`config.mk`:
```
export PLATFORM = sky130hd
export DESIGN_NAME = field_updater
export DESIGN_NICKNAME = d
export VERILOG_FILES = /design/src/rtl/field_pkg.sv /design/src/rtl/field_cell_alu.sv /design/src/rtl/field_updater.sv
export SDC_FILE = /design/constraint.sdc
export NUM_CORES = 1
export LEC_CHECK = 0
export BUFFER_PORTS_ARGS = -buffer_cell sky130_fd_sc_hd__buf_4
export CORE_UTILIZATION = 25
export CTS_CLUSTER_SIZE = 40
export DETAILED_ROUTE_END_ITERATION = 8
export HOLD_SLACK_MARGIN = 0.1
export PLACE_DENSITY_LB_ADDON = 0.05
export SYNTH_ARGS = -nofsm -noshare
export SYNTH_HDL_FRONTEND = slang
export SYNTH_SLANG_ARGS = --single-unit
```
`constraint.sdc`:
```
create_clock -name clk -period 9.25 [get_ports clk]
set_clock_uncertainty 0.05 [all_clocks]
set_input_delay 0.4625 -clock clk [delete_from_list [all_inputs] [get_ports clk]]
set_output_delay 0.4625 -clock clk [all_outputs]
set_load 0.02 [all_outputs]
```
`src/rtl/field_pkg.sv`:
```
// field_pkg: shared types and saturating helpers for the vector-field updater.
//   COMP_W       width of one component (xn, yn, mag)
//   FIELD_DATAW  RAM word width, three components packed {xn, yn, mag}
//   field_mode_t operation applied to every cell during a sweep
//   field_state_t sweep controller state, also exported for observation
//   field_cell_t packed RAM word view
//   sat_s / sat_u / abs_s  clamp and magnitude helpers sized from COMP_W
package field_pkg;

    localparam int COMP_W      = 32;
    localparam int FIELD_DATAW = 3 * COMP_W;

    typedef enum logic [1:0] {
        FIELD_CLEAR = 2'd0,
        FIELD_DECAY = 2'd1,
        FIELD_ADD   = 2'd2,
        FIELD_RSVD  = 2'd3
    } field_mode_t;

    typedef enum logic [1:0] {
        ST_IDLE  = 2'd0,
        ST_RUN   = 2'd1,
        ST_DRAIN = 2'd2,
        ST_DONE  = 2'd3
    } field_state_t;

    typedef struct packed {
        logic signed [COMP_W-1:0] xn;
        logic signed [COMP_W-1:0] yn;
        logic        [COMP_W-1:0] mag;
    } field_cell_t;

    // Clamp a (COMP_W+1)-bit signed sum into COMP_W bits. Overflow shows up
    // as the two top bits disagreeing; the top bit then gives the direction.
    function automatic logic signed [COMP_W-1:0] sat_s(input logic signed [COMP_W:0] v);
        logic signed [COMP_W-1:0] r;
        if (v[COMP_W] != v[COMP_W-1]) begin
            r = v[COMP_W] ? {1'b1, {(COMP_W-1){1'b0}}} : {1'b0, {(COMP_W-1){1'b1}}};
        end else begin
            r = v[COMP_W-1:0];
        end
        return r;
    endfunction

    // Clamp a (COMP_W+1)-bit unsigned sum to all-ones.
    function automatic logic [COMP_W-1:0] sat_u(input logic [COMP_W:0] v);
        logic [COMP_W-1:0] r;
        r = v[COMP_W] ? {COMP_W{1'b1}} : v[COMP_W-1:0];
        return r;
    endfunction

    // Magnitude returned unsigned, so the most negative value maps exactly
    // onto 2^(COMP_W-1).
    function automatic logic [COMP_W-1:0] abs_s(input logic signed [COMP_W-1:0] v);
        logic [COMP_W-1:0] r;
        r = v[COMP_W-1] ? (~v + {{(COMP_W-1){1'b0}}, 1'b1}) : v;
        return r;
    endfunction

endpackage

```
`src/rtl/field_cell_alu.sv`:
```
// field_cell_alu: purely combinational per-cell operation.
//   mode      operation select (CLEAR / DECAY / ADD / RSVD)
//   force_x   signed x increment used by ADD
//   force_y   signed y increment used by ADD
//   cell_in   current cell word
//   cell_out  updated cell word (RSVD passes the cell through unchanged)
module field_cell_alu
    import field_pkg::*;
#(
    parameter int DECAY_SHIFT = 4
) (
    input  field_mode_t              mode,
    input  logic signed [COMP_W-1:0] force_x,
    input  logic signed [COMP_W-1:0] force_y,
    input  field_cell_t              cell_in,
    output field_cell_t              cell_out
);

    logic        [COMP_W:0]   sum_x;
    logic        [COMP_W:0]   sum_y;
    logic signed [COMP_W-1:0] add_x;
    logic signed [COMP_W-1:0] add_y;
    logic        [COMP_W:0]   mag_sum;

    always_comb begin
        // Sign-extend one bit so the raw sum cannot wrap before clamping.
        sum_x   = {cell_in.xn[COMP_W-1], cell_in.xn} + {force_x[COMP_W-1], force_x};
        sum_y   = {cell_in.yn[COMP_W-1], cell_in.yn} + {force_y[COMP_W-1], force_y};
        add_x   = sat_s(sum_x);
        add_y   = sat_s(sum_y);
        mag_sum = {1'b0, abs_s(add_x)} + {1'b0, abs_s(add_y)};

        cell_out = cell_in;
        case (mode)
            FIELD_CLEAR: cell_out = '0;
            FIELD_DECAY: begin
                cell_out.xn  = cell_in.xn - (cell_in.xn >>> DECAY_SHIFT);
                cell_out.yn  = cell_in.yn - (cell_in.yn >>> DECAY_SHIFT);
                cell_out.mag = cell_in.mag - (cell_in.mag >> DECAY_SHIFT);
            end
            FIELD_ADD: begin
                cell_out.xn  = add_x;
                cell_out.yn  = add_y;
                cell_out.mag = sat_u(mag_sum);
            end
            default: cell_out = cell_in;
        endcase
    end

endmodule

```
`src/rtl/field_updater.sv`:
```
// field_updater: sweeps every cell of the field RAM in raster order and
// rewrites it through field_cell_alu, one cell per clock.
//   clk, reset        clock; asynchronous active-low reset
//   start             begin a sweep (only looked at in IDLE)
//   mode              operation, latched with force_x/force_y at start
//   busy              high from the first read cycle to the last write cycle
//   done              single-cycle pulse after the sweep
//   field_addr_read   RAM read address (data returns one cycle later)
//   field_data_out    RAM read data
//   field_addr_write  RAM write address
//   field_data_in     RAM write data
//   field_we          RAM write enable
//   state_dbg         current controller state
// Handshake: start is a level sampled on a clock edge while IDLE; the
// sequencer then waits for the done pulse. There is no back-pressure, the
// RAM accepts a read and a write every cycle.
// Pipeline: S0 drives the read address, S1 holds that address while the RAM
// returns its data and the ALU result is registered into the write port
// registers, which form S2. Each write lands two cycles after its read.
module field_updater
    import field_pkg::*;
#(
    parameter int FIELD_WIDTH  = 8,
    parameter int FIELD_HEIGHT = 6,
    parameter int DECAY_SHIFT  = 4,
    localparam int FIELD_SIZE  = FIELD_WIDTH * FIELD_HEIGHT,
    localparam int FIELD_ADDRW = $clog2(FIELD_SIZE)
) (
    input  logic                   clk,
    input  logic                   reset,
    input  logic                   start,
    input  logic [1:0]             mode,
    input  logic [COMP_W-1:0]      force_x,
    input  logic [COMP_W-1:0]      force_y,
    output logic                   busy,
    output logic                   done,
    output logic [FIELD_ADDRW-1:0] field_addr_read,
    input  logic [FIELD_DATAW-1:0] field_data_out,
    output logic [FIELD_ADDRW-1:0] field_addr_write,
    output logic [FIELD_DATAW-1:0] field_data_in,
    output logic                   field_we,
    output field_state_t           state_dbg
);

    localparam logic [FIELD_ADDRW-1:0] LAST_ADDR = FIELD_ADDRW'(FIELD_SIZE - 1);
    localparam logic [FIELD_ADDRW-1:0] ADDR_ONE  = FIELD_ADDRW'(1);

    field_state_t             state_q,      state_d;
    field_mode_t              mode_q,       mode_d;
    logic [COMP_W-1:0]        force_x_q,    force_x_d;
    logic [COMP_W-1:0]        force_y_q,    force_y_d;
    logic                     rd_valid_q,   rd_valid_d;
    logic [FIELD_ADDRW-1:0]   addr_read_q,  addr_read_d;
    logic                     s1_valid_q,   s1_valid_d;
    logic [FIELD_ADDRW-1:0]   s1_addr_q,    s1_addr_d;
    logic                     we_q,         we_d;
    logic [FIELD_ADDRW-1:0]   addr_write_q, addr_write_d;
    logic [FIELD_DATAW-1:0]   data_in_q,    data_in_d;
    logic                     busy_q,       busy_d;
    logic                     done_q,       done_d;

    field_cell_t alu_out;

    field_cell_alu #(
        .DECAY_SHIFT (DECAY_SHIFT)
    ) u_alu (
        .mode     (mode_q),
        .force_x  (force_x_q),
        .force_y  (force_y_q),
        .cell_in  (field_cell_t'(field_data_out)),
        .cell_out (alu_out)
    );

    always_comb begin
        state_d     = state_q;
        mode_d      = mode_q;
        force_x_d   = force_x_q;
        force_y_d   = force_y_q;
        rd_valid_d  = 1'b0;
        addr_read_d = addr_read_q;
        busy_d      = busy_q;
        done_d      = 1'b0;

        // The S1/S2 stages advance unconditionally; only the valid bits
        // decide whether a write actually happens.
        s1_valid_d   = rd_valid_q;
        s1_addr_d    = addr_read_q;
        we_d         = s1_valid_q;
        addr_write_d = s1_valid_q ? s1_addr_q : addr_write_q;
        data_in_d    = s1_valid_q ? FIELD_DATAW'(alu_out) : data_in_q;

        case (state_q)
            ST_IDLE: begin
                if (start) begin
                    if (field_mode_t'(mode) == FIELD_RSVD) begin
                        state_d = ST_DONE;
                        done_d  = 1'b1;
                    end else begin
                        state_d     = ST_RUN;
                        mode_d      = field_mode_t'(mode);
                        force_x_d   = force_x;
                        force_y_d   = force_y;
                        addr_read_d = '0;
                        rd_valid_d  = 1'b1;
                        busy_d      = 1'b1;
                    end
                end
            end
            ST_RUN: begin
                if (addr_read_q == LAST_ADDR) begin
                    state_d = ST_DRAIN;
                end else begin
                    addr_read_d = addr_read_q + ADDR_ONE;
                    rd_valid_d  = 1'b1;
                end
            end
            ST_DRAIN: begin
                // Once S1 is empty the final write is already in the output
                // registers this cycle, so done can follow right after it.
                if (!s1_valid_q) begin
                    state_d = ST_DONE;
                    done_d  = 1'b1;
                    busy_d  = 1'b0;
                end
            end
            ST_DONE: begin
                state_d = ST_IDLE;
            end
            default: state_d = ST_IDLE;
        endcase
    end

    always_ff @(posedge clk or negedge reset) begin
        if (!reset) begin
            state_q      <= ST_IDLE;
            mode_q       <= FIELD_CLEAR;
            force_x_q    <= '0;
            force_y_q    <= '0;
            rd_valid_q   <= 1'b0;
            addr_read_q  <= '0;
            s1_valid_q   <= 1'b0;
            s1_addr_q    <= '0;
            we_q         <= 1'b0;
            addr_write_q <= '0;
            data_in_q    <= '0;
            busy_q       <= 1'b0;
            done_q       <= 1'b0;
        end else begin
            state_q      <= state_d;
            mode_q       <= mode_d;
            force_x_q    <= force_x_d;
            force_y_q    <= force_y_d;
            rd_valid_q   <= rd_valid_d;
            addr_read_q  <= addr_read_d;
            s1_valid_q   <= s1_valid_d;
            s1_addr_q    <= s1_addr_d;
            we_q         <= we_d;
            addr_write_q <= addr_write_d;
            data_in_q    <= data_in_d;
            busy_q       <= busy_d;
            done_q       <= done_d;
        end
    end

    assign busy             = busy_q;
    assign done             = done_q;
    assign field_addr_read  = addr_read_q;
    assign field_addr_write = addr_write_q;
    assign field_data_in    = data_in_q;
    assign field_we         = we_q;
    assign state_dbg        = state_q;

endmodule
```
==> results_dict.tcl, run 1 <==
set metrics [dict create \
    status "completed" \
    fmax_mhz 118 \
    yosysWarningCount 0 \
    cts_max_path_buffers 2 \
    wl_um 87300 \
    clkLatencyLatePin_ns 0.52 \
    synth.top_cell.area_share_pct 22.7 \
    dieArea_um2 83600 \
    area_growth_pct 21.8 \
    multi_input_area_um2 14900 \
    grt_max_degree 91 \
    nets 3430 \
    hold_viol 0 \
    final_common_cell "nand2_1" \
    cts_root_buf "clkbuf_16" \
    rows 104 \
    crit_required_ns 9.63 \
    slew_headroom_pct 16.0 \
    cts.reportedPaths.clkPinSlew_ns 0.09 \
    yosysUniqueCellTypes 87 \
    endpoint_kind "flip-flop" \
    ys_async_sr_fraction_pct 100 \
    cts-htree-levels 4 \
    path_class "flip-flop to flip-flop" \
    reg2reg_depth 36 \
    fin_area_um2 25100 \
    fill_cells 8806 \
    cp.arrival_ns 8.83 \
    diodes 0 \
    regArea_um2 4690 \
    final_cell_mix "nand2_1 (422), buf_4 (312), a21oi_1 (292)" \
    vias_per_cell 5.12 \
    portBuffers 277 \
    syn_inst 2794 \
    routabilityCongestion 0.878 \
    synth_area_leader_cell "dfrtp_1" \
    grt_pass1_vias 21000 \
    dp_slack_ns 0.287 \
    synth_edf_count 0 \
    post_drt_wl_per_cell_um 21.1 \
    period_share_pct 91.3 \
    maxSlewViolCount 0 \
    synth_fp_nets 3158 \
    period_minus_slack_ns 8.44 \
    cp-start-kind "flip-flop" \
    io_pins 278 \
    clock_sinks 187 \
    cts_tree "done" \
    yosysSeqAreaShare_pct 22.7 \
    layout-drive-gt1-share_pct 13.4 \
    syn_area_um2 20600 \
    grt_pass1_wl_um 131000 \
    tightest_slew_ns 1.25 \
    numCtsBuffers 17 \
    hold_class "primary input to flip-flop" \
    rsz0062_at_grt "no" \
    final.setup.worst_slack_ns 0.809 \
    overflow 0 \
    drtIter0Drc 1276 \
    postSynthAreaPerCell_um2 7.38 \
    final_core_util_pct 31.0 \
    track_usage_pct 20.7 \
    initial_core_util_pct 25.4 \
    cap_violations 0 \
    fin_tns_setup_ns 0 \
    dpl_cell_area_um2 23900 \
    setup_viol 0 \
    drt_pass1_iterations 7 \
    worstHoldPathCells 3 \
    path_max_fanout 7 \
    place_hpwl_um 70800 \
    die_w_um 289 \
    core-area_um2 81100 \
    ys_ff_latch 187 \
    netlist_top_cells_area "dfrtp_1 (23%), ha_1 (12%), nand2_1 (7.7%)" \
    drc 0 \
    grt_antenna_before_repair 0 \
    slowest_stage "or4_4" \
    vias 21200 \
    drtAntennaViolNets 0 \
    synth_top_flop_cell "dfrtp_1" \
    chipHeight_um 289 \
    cp_slowest_stage_delay_ns 0.55 \
]
-- flip-flops by register name (all words and copies together) (netlist names), 2 cells and up --
register and count:
mode_q 2, force_y_q 32, field_addr_write 6, s1_addr_q 6, state_dbg 2, force_x_q 32
field_addr_read 6, field_data_in 96
-- through the flow --
| stage | hold slack [ns] | instances |
|---|---|---|
| final | 0.143 | 4139 |
| after global routing | 0.133 | 4139 |
| after CTS | 0.116 | 4139 |
| after detailed placement | 0.298 | 4048 |
| after global placement | 0.285 | 4048 |
| after floorplan | 0.117 | 2794 |
-- worst max-delay path: cells and delay by family (launching register included) --
family	cells	cell delay, ns
AO/OA/AOI/OAI	18	4.21
AND/OR/NAND/NOR	10	1.80
adder cells (fa/ha/maj)	4	1.31
flip-flops	1	0.39
XOR/XNOR	2	0.31
buffers and inverters	1	0.15
multiplexers	1	0.14
-- routing by layer --
metal / vias up / track usage, % / wire length [um]
met5: - / 0 / 0
met4: 0 / 4.68 / 1200
met3: 52 / 2.43 / 3010
met2: 435 / 34.2 / 40700
met1: 10200 / 28.7 / 42300
li1: 10500 / - / -
-- timing repair --
item                                    in CTS  in global routing
gates resized for setup                      0                  3
hold endpoints to repair                   132                  0
hold buffers                                59                  0
endpoints found under the setup margin       0                 32
buffers inserted                             0                  0
-- cell usage after synthesis, drive strengths merged (25+ instances only) --
library cell	n
nand2b	30
clkbuf	114
a22oi	42
dfrtp	187
o211ai	25
nand3	53
xnor2	112
nor3	40
a31oi	38
o21a	32
xor2	97
o21ai	214
ha	193
and3	27
a21o	96
a21oi	293
inv	155
a211oi	27
o31ai	27
nand2	422
nor2	249
-- cells by family after synthesis --
| family | after synthesis | share of synthesized area [%] |
|---|---|---|
| adder cells (fa/ha/maj) | 200 | 12.3 |
| flip-flops | 187 | 22.7 |
| multiplexers | 30 | 1.54 |
| buffers and inverters | 276 | 5.05 |
| AND/OR/NAND/NOR | 958 | 20.9 |
| XOR/XNOR | 209 | 8.88 |
| AO/OA/AOI/OAI | 934 | 28.6 |
-- layout make-up --
| cell class | count | area share, % |
|---|---|---|
| Clock inverter | 15 | 0.748 |
| Clock buffer | 17 | 1.69 |
| Sequential cell | 187 | 18.7 |
| Tap cell | 1060 | 5.28 |
| Inverter | 157 | 2.35 |
| Multi-Input combinational cell | 2331 | 59.5 |
| Timing Repair Buffer | 372 | 11.7 |
-- worst paths after layout --
check / startpoint / slack (ns) / to
setup / recovery: force_y_q[2]$_DFFE_PN0P_ / 0.81 / field_data_in[29]$_DFFE_PN0P_
hold / removal: force_y[8] / 0.14 / force_y_q[8]$_DFFE_PN0P_
setup reg to reg: force_y_q[2]$_DFFE_PN0P_ / 0.81 / field_data_in[29]$_DFFE_PN0P_
hold reg to reg: rd_valid_q$_DFF_PN0_ / 0.31 / s1_valid_q$_DFF_PN0_
max in group asynchronous: reset / 7.27 / field_data_in[14]$_DFFE_PN0P_
min in group asynchronous: reset / 0.49 / field_data_in[34]$_DFFE_PN0P_
Power of run 1 is not shown: default switching activity piles up to over one toggle a cycle in this logic, so the estimate is an artifact.
==> run 2: changes to the inputs <==
==> constraint.sdc (replaced) <==
create_clock -name clk -period 9.25 [get_ports clk]
set_clock_uncertainty 0.05 [all_clocks]
set_input_delay 2.775 -clock clk [delete_from_list [all_inputs] [get_ports clk]]
set_output_delay 2.775 -clock clk [all_outputs]
set_load 0.02 [all_outputs]
==> results_dict.tcl, run 2 (synthesis gave the netlist of run 1 again) <==
set metrics [dict create \
    status "completed" \
    final_common_cell "buf_4" \
    numCtsBuffers 17 \
    io_pins 278 \
    hp-start "rd_valid_q$_DFF_PN0_" \
    rrSetupSlack_ns 1.87 \
    crit_required_ns 9.59 \
    worstHoldPathCells 0 \
    initial_core_util_pct 25.4 \
    clock_sinks 187 \
    fmax_mhz 108 \
    reg2reg_from "force_y_q[4]$_DFFE_PN0P_" \
    dieArea_um2 83600 \
    grt_antenna_before_repair 2 \
    slowest_stage "or4_4" \
    chipHeight_um 289 \
    wl_um 90200 \
    die_w_um 289 \
    hold_end "s1_valid_q$_DFF_PN0_" \
    multi_input_area_um2 15400 \
    final_cells 4410 \
    regArea_um2 4690 \
    reg2reg_depth 36 \
    portBuffers 277 \
    endpoint_kind "flip-flop" \
    core-area_um2 81100 \
    place_inst 4361 \
    maxSlewViolCount 0 \
    routabilityCongestion 0.876 \
    hold_viol 0 \
    cp.arrival_ns 9.59 \
    rsz0062_at_grt "yes" \
    grt_pass1_vias 22300 \
    fin_area_um2 27500 \
    post_drt_wl_per_cell_um 20.5 \
    vias 22200 \
    largest_reg_flops 96 \
    hold_class "flip-flop to flip-flop" \
    track_usage_pct 21.4 \
    slew_headroom_pct 32.7 \
    diodes 0 \
    cts-htree-levels 4 \
    place_hpwl_um 74000 \
    clkLatencyLatePin_ns 0.54 \
    grt_pass1_wl_um 136000 \
    fill_cells 8716 \
    setup_viol 0 \
    cp_slowest_stage_delay_ns 0.57 \
    cts_tree "done" \
    rows 104 \
    ctsHoldBuffers 0 \
    cap_violations 0 \
    vias_per_cell 5.03 \
    period_share_pct 100 \
    cts_root_buf "clkbuf_16" \
    r2r-end "field_data_in[31]$_DFFE_PN0P_" \
    dpl_cell_area_um2 26400 \
    drt_pass1_iterations 6 \
    fin_tns_setup_ns 0 \
    cts_max_path_buffers 2 \
    grt_max_degree 85 \
    area_growth_pct 33.5 \
    tightest_slew_ns 1.01 \
    drc 0 \
    layout-drive-gt1-share_pct 24.1 \
    overflow 0 \
    path_class "primary input to flip-flop" \
    drtIter0Drc 1463 \
    nets 3701 \
    path_max_fanout 8 \
    cts.reportedPaths.clkPinSlew_ns 0.10 \
    final_cell_mix "buf_4 (627), nand2_1 (419), a21oi_1 (277)" \
    period_minus_slack_ns 9.25 \
    crit_top_cell "a21o_1" \
    drtAntennaViolNets 0 \
    cp-start-kind "primary input" \
]
-- run 2: worst max-delay path by stage --
stage / start / endpoint / slack, ns / depth (start not counted)
2_1_floorplan: field_data_out[36] / field_data_in[29]$_DFFE_PN0P_ / -0.1 / 39
3_3_place_gp: field_data_out[36] / field_data_in[2]$_DFFE_PN0P_ / -0.62 / 36
3_5_place_dp: field_data_out[36] / field_data_in[4]$_DFFE_PN0P_ / -0.74 / 37
4_1_cts: field_data_out[33] / field_data_in[29]$_DFFE_PN0P_ / 0.003 / 38
5_1_grt: field_data_out[33] / field_data_in[27]$_DFFE_PN0P_ / -0.35 / 37
6_report: field_data_out[33] / field_data_in[31]$_DFFE_PN0P_ / 0.002 / 37
-- run 2: per-stage QoR --
step	worst slack, ns	hold WS [ns]	utilization (%)
detailed placement	-0.736	0.286	32.5
floorplan	-0.0989	0.281	-
global placement	-0.618	0.282	32.5
global route	-0.349	0.326	33.9
finish	0.00171	0.308	33.9
CTS	0.00276	0.311	33.4
-- run 2: final cells by class --
cell class                      count  area share, %
Tap cell                         1060           4.82
Inverter                          157           2.15
Sequential cell                   187           17.0
Clock buffer                       17           1.55
Multi-Input combinational cell   2332           55.8
Timing Repair Buffer              642           17.9
Clock inverter                     15          0.678
-- run 2: per-layer routing --
metal | vias to the layer above | share of wire, % | GRT usage, %
met5 | - | 0.014 | 0
met2 | 410 | 46 | 35.2
met4 | 2 | 1.3 | 4.61
li1 | 11100 | - | -
met3 | 50 | 3.4 | 2.48
met1 | 10600 | 49 | 29.9
-- run 2: critical path, delay by kind of cell --
kind / cells / cell delay [ns]
simple gates: 9 / 1.47
xor+xnor: 2 / 0.43
buf+inv: 2 / 0.26
compound gates: 19 / 3.52
mux: 1 / 0.07
fa+ha+maj: 4 / 1.04
-- run 2: repair_timing --
item | CTS | global route
setup buffers | 1 | 14
cloned | 0 | 2
pin swaps | 5 | 77
setup endpoints to repair | 32 | 32
gates resized for setup | 8 | 78
Power of run 2 is left out for the same reason.
==> run 3: changes to the inputs <==
--- a/config.mk
+++ b/config.mk
@@ -13,4 +13,5 @@
 export PLACE_DENSITY_LB_ADDON = 0.05
 export SYNTH_ARGS = -nofsm -noshare
 export SYNTH_HDL_FRONTEND = slang
+export SYNTH_HIERARCHICAL = 1
 export SYNTH_SLANG_ARGS = --single-unit
==> results_dict.tcl, run 3 <==
set metrics [dict create \
    status "completed" \
    fmax_mhz 113 \
    overflow 0 \
    period_share_pct 95.3 \
    post_cts_buffers 0 \
    post_drt_wl_per_cell_um 20.8 \
    clkLatencyLatePin_ns 0.54 \
    vias_per_cell 5.04 \
    cp-start-kind "primary input" \
    slowest_stage "o311a_4" \
    cts.reportedPaths.clkPinSlew_ns 0.09 \
    ys_async_sr_fraction_pct 100 \
    crit_required_ns 9.62 \
    drtIter0Drc 1168 \
    cts_max_path_buffers 2 \
    critical_path_buf_inv_count 4 \
    cp.arrival_ns 9.19 \
    hp-start "rd_valid_q$_DFF_PN0_" \
    final_cells 4484 \
    io_pins 278 \
    cp-startpoint "field_data_out[76]" \
    drt_pass1_iterations 7 \
    final_core_util_pct 32.4 \
    hold_viol 0 \
    yosysSeqAreaShare_pct 21.6 \
    clock_sinks 187 \
    dieArea_um2 88000 \
    ctsHoldBuffers 0 \
    dp_slack_ns -0.330 \
    cts_root_buf "clkbuf_16" \
    fin_tns_setup_ns 0 \
    path_max_fanout 12 \
    cp_slowest_stage_delay_ns 0.39 \
    postSynthAreaPerCell_um2 7.60 \
    path_class "primary input to flip-flop" \
    nets 3688 \
    wl_um 93300 \
    yosysWarningCount 6 \
    cts-htree-levels 4 \
    initial_core_util_pct 25.4 \
    setup_viol 0 \
    cap_violations 0 \
    synth.cells.most_frequent "nand2_1 (445), o21ai_0 (261), a21oi_1 (237), ha_1 (190), dfrtp_1 (187)" \
    vias 22600 \
    maxSlewViolCount 0 \
    routabilityCongestion 0.861 \
    core-area_um2 85500 \
    area_growth_pct 27.6 \
    final.setup.worst_slack_ns 0.432 \
    cts-resized-gates 0 \
    track_usage_pct 21.2 \
    grt_max_degree 78 \
    syn_inst 2855 \
    endpoint_kind "flip-flop" \
    grt_pass1_vias 23000 \
    cts_tree "done" \
    reg2reg_from "force_x_q[12]$_DFFE_PN0P_" \
    netlist_top_cells_area "dfrtp_1 (22%), ha_1 (11%), nand2_1 (7.7%)" \
    final_common_cell "buf_4" \
    slew_headroom_pct 26.7 \
    largest_reg_flops 96 \
    cp_top_family "compound AO/OA/AOI/OAI gates" \
    die_w_um 297 \
    drtAntennaViolNets 0 \
    grt_pass1_wl_um 141000 \
    synth_edf_count 0 \
    grt_antenna_before_repair 0 \
    hold_class "flip-flop to flip-flop" \
    drc 0 \
    ys_ff_latch 187 \
    final_cell_mix "buf_4 (582), nand2_1 (444), o21ai_0 (259)" \
    yosysUniqueCellTypes 94 \
    portBuffers 277 \
    numCtsBuffers 17 \
    syn_area_um2 21700 \
    layout-drive-gt1-share_pct 23.2 \
    place_hpwl_um 75700 \
    synth.top_cell.area_share_pct 21.6 \
    chipHeight_um 297 \
    diodes 0 \
    tightest_slew_ns 1.09 \
    rows 107 \
    period_minus_slack_ns 8.82 \
    synth_area_leader_cell "dfrtp_1" \
    fill_cells 9204 \
    synth_most_common_cell "nand2_1" \
    place_inst 4452 \
    synth_fp_nets 3216 \
    synth_top_flop_cell "dfrtp_1" \
]
run 3: stage by stage:
stage | instance area (um^2) | hold WS [ns]
6_report | 27700 | 0.303
3_3_place_gp | 27000 | 0.283
2_1_floorplan | 21700 | 0.281
5_1_grt | 27700 | 0.330
3_5_place_dp | 27000 | 0.285
4_1_cts | 27700 | 0.305
run 3: worst reg2reg max path: cells and delay by family, from the launching register on:
| family | cells | cell delay (ns) |
|---|---|---|
| buffers and inverters | 3 | 0.55 |
| xor gates and xnor gates | 2 | 0.50 |
| and+or+nand+nor | 1 | 0.12 |
| adders and majority gates | 3 | 1.03 |
| muxes | 1 | 0.30 |
| DFF | 1 | 0.39 |
| AOI/OAI and AO/OA | 16 | 3.83 |
run 3: cells by family (layout without fill, tap and decap cells):
kind of cell	count (synthesis)	in the layout	synth area share (%)
compound gates	963	963	28.5
simple gates	883	883	18.4
buf+inv	297	782	5.39
xor+xnor	206	206	8.32
fa+ha+maj	199	199	11.7
flops	187	187	21.6
mux	120	120	6.15
run 3: final timing paths:
| path | endpoint | slack [ns] | cells past startpoint |
|---|---|---|---|
| max | field_data_in[23]$_DFFE_PN0P_ | 0.43 | 27 |
| min | s1_valid_q$_DFF_PN0_ | 0.30 | 0 |
| max reg2reg | field_data_in[23]$_DFFE_PN0P_ | 2.38 | 26 |
| min reg2reg | s1_valid_q$_DFF_PN0_ | 0.30 | 0 |
| max in group asynchronous | s1_valid_q$_DFF_PN0_ | 5.51 | 2 |
| min in group asynchronous | force_x_q[7]$_DFFE_PN0P_ | 2.23 | 1 |
run 3: layout make-up:
| type | instances | area [um^2] | share of cell area (%) |
|---|---|---|---|
| Clock buffer | 17 | 425 | 1.54 |
| Clock inverter | 15 | 194 | 0.701 |
| Inverter | 164 | 616 | 2.22 |
| Multi-Input combinational cell | 2371 | 15900 | 57.4 |
| Sequential cell | 187 | 4690 | 16.9 |
| Tap cell | 1144 | 1430 | 5.17 |
| Timing Repair Buffer | 586 | 4440 | 16.1 |
run 3: metal layers:
| metal | track usage [%] | vias up | part of all wire (%) |
|---|---|---|---|
| met3 | 2.33 | 92 | 2.6 |
| met2 | 38.4 | 420 | 51 |
| li1 | - | 11200 | - |
| met4 | 6.46 | 0 | 2.5 |
| met1 | 26.1 | 10900 | 44 |
| met5 | 0 | - | 0 |
Power of run 3 is left out for the same reason.
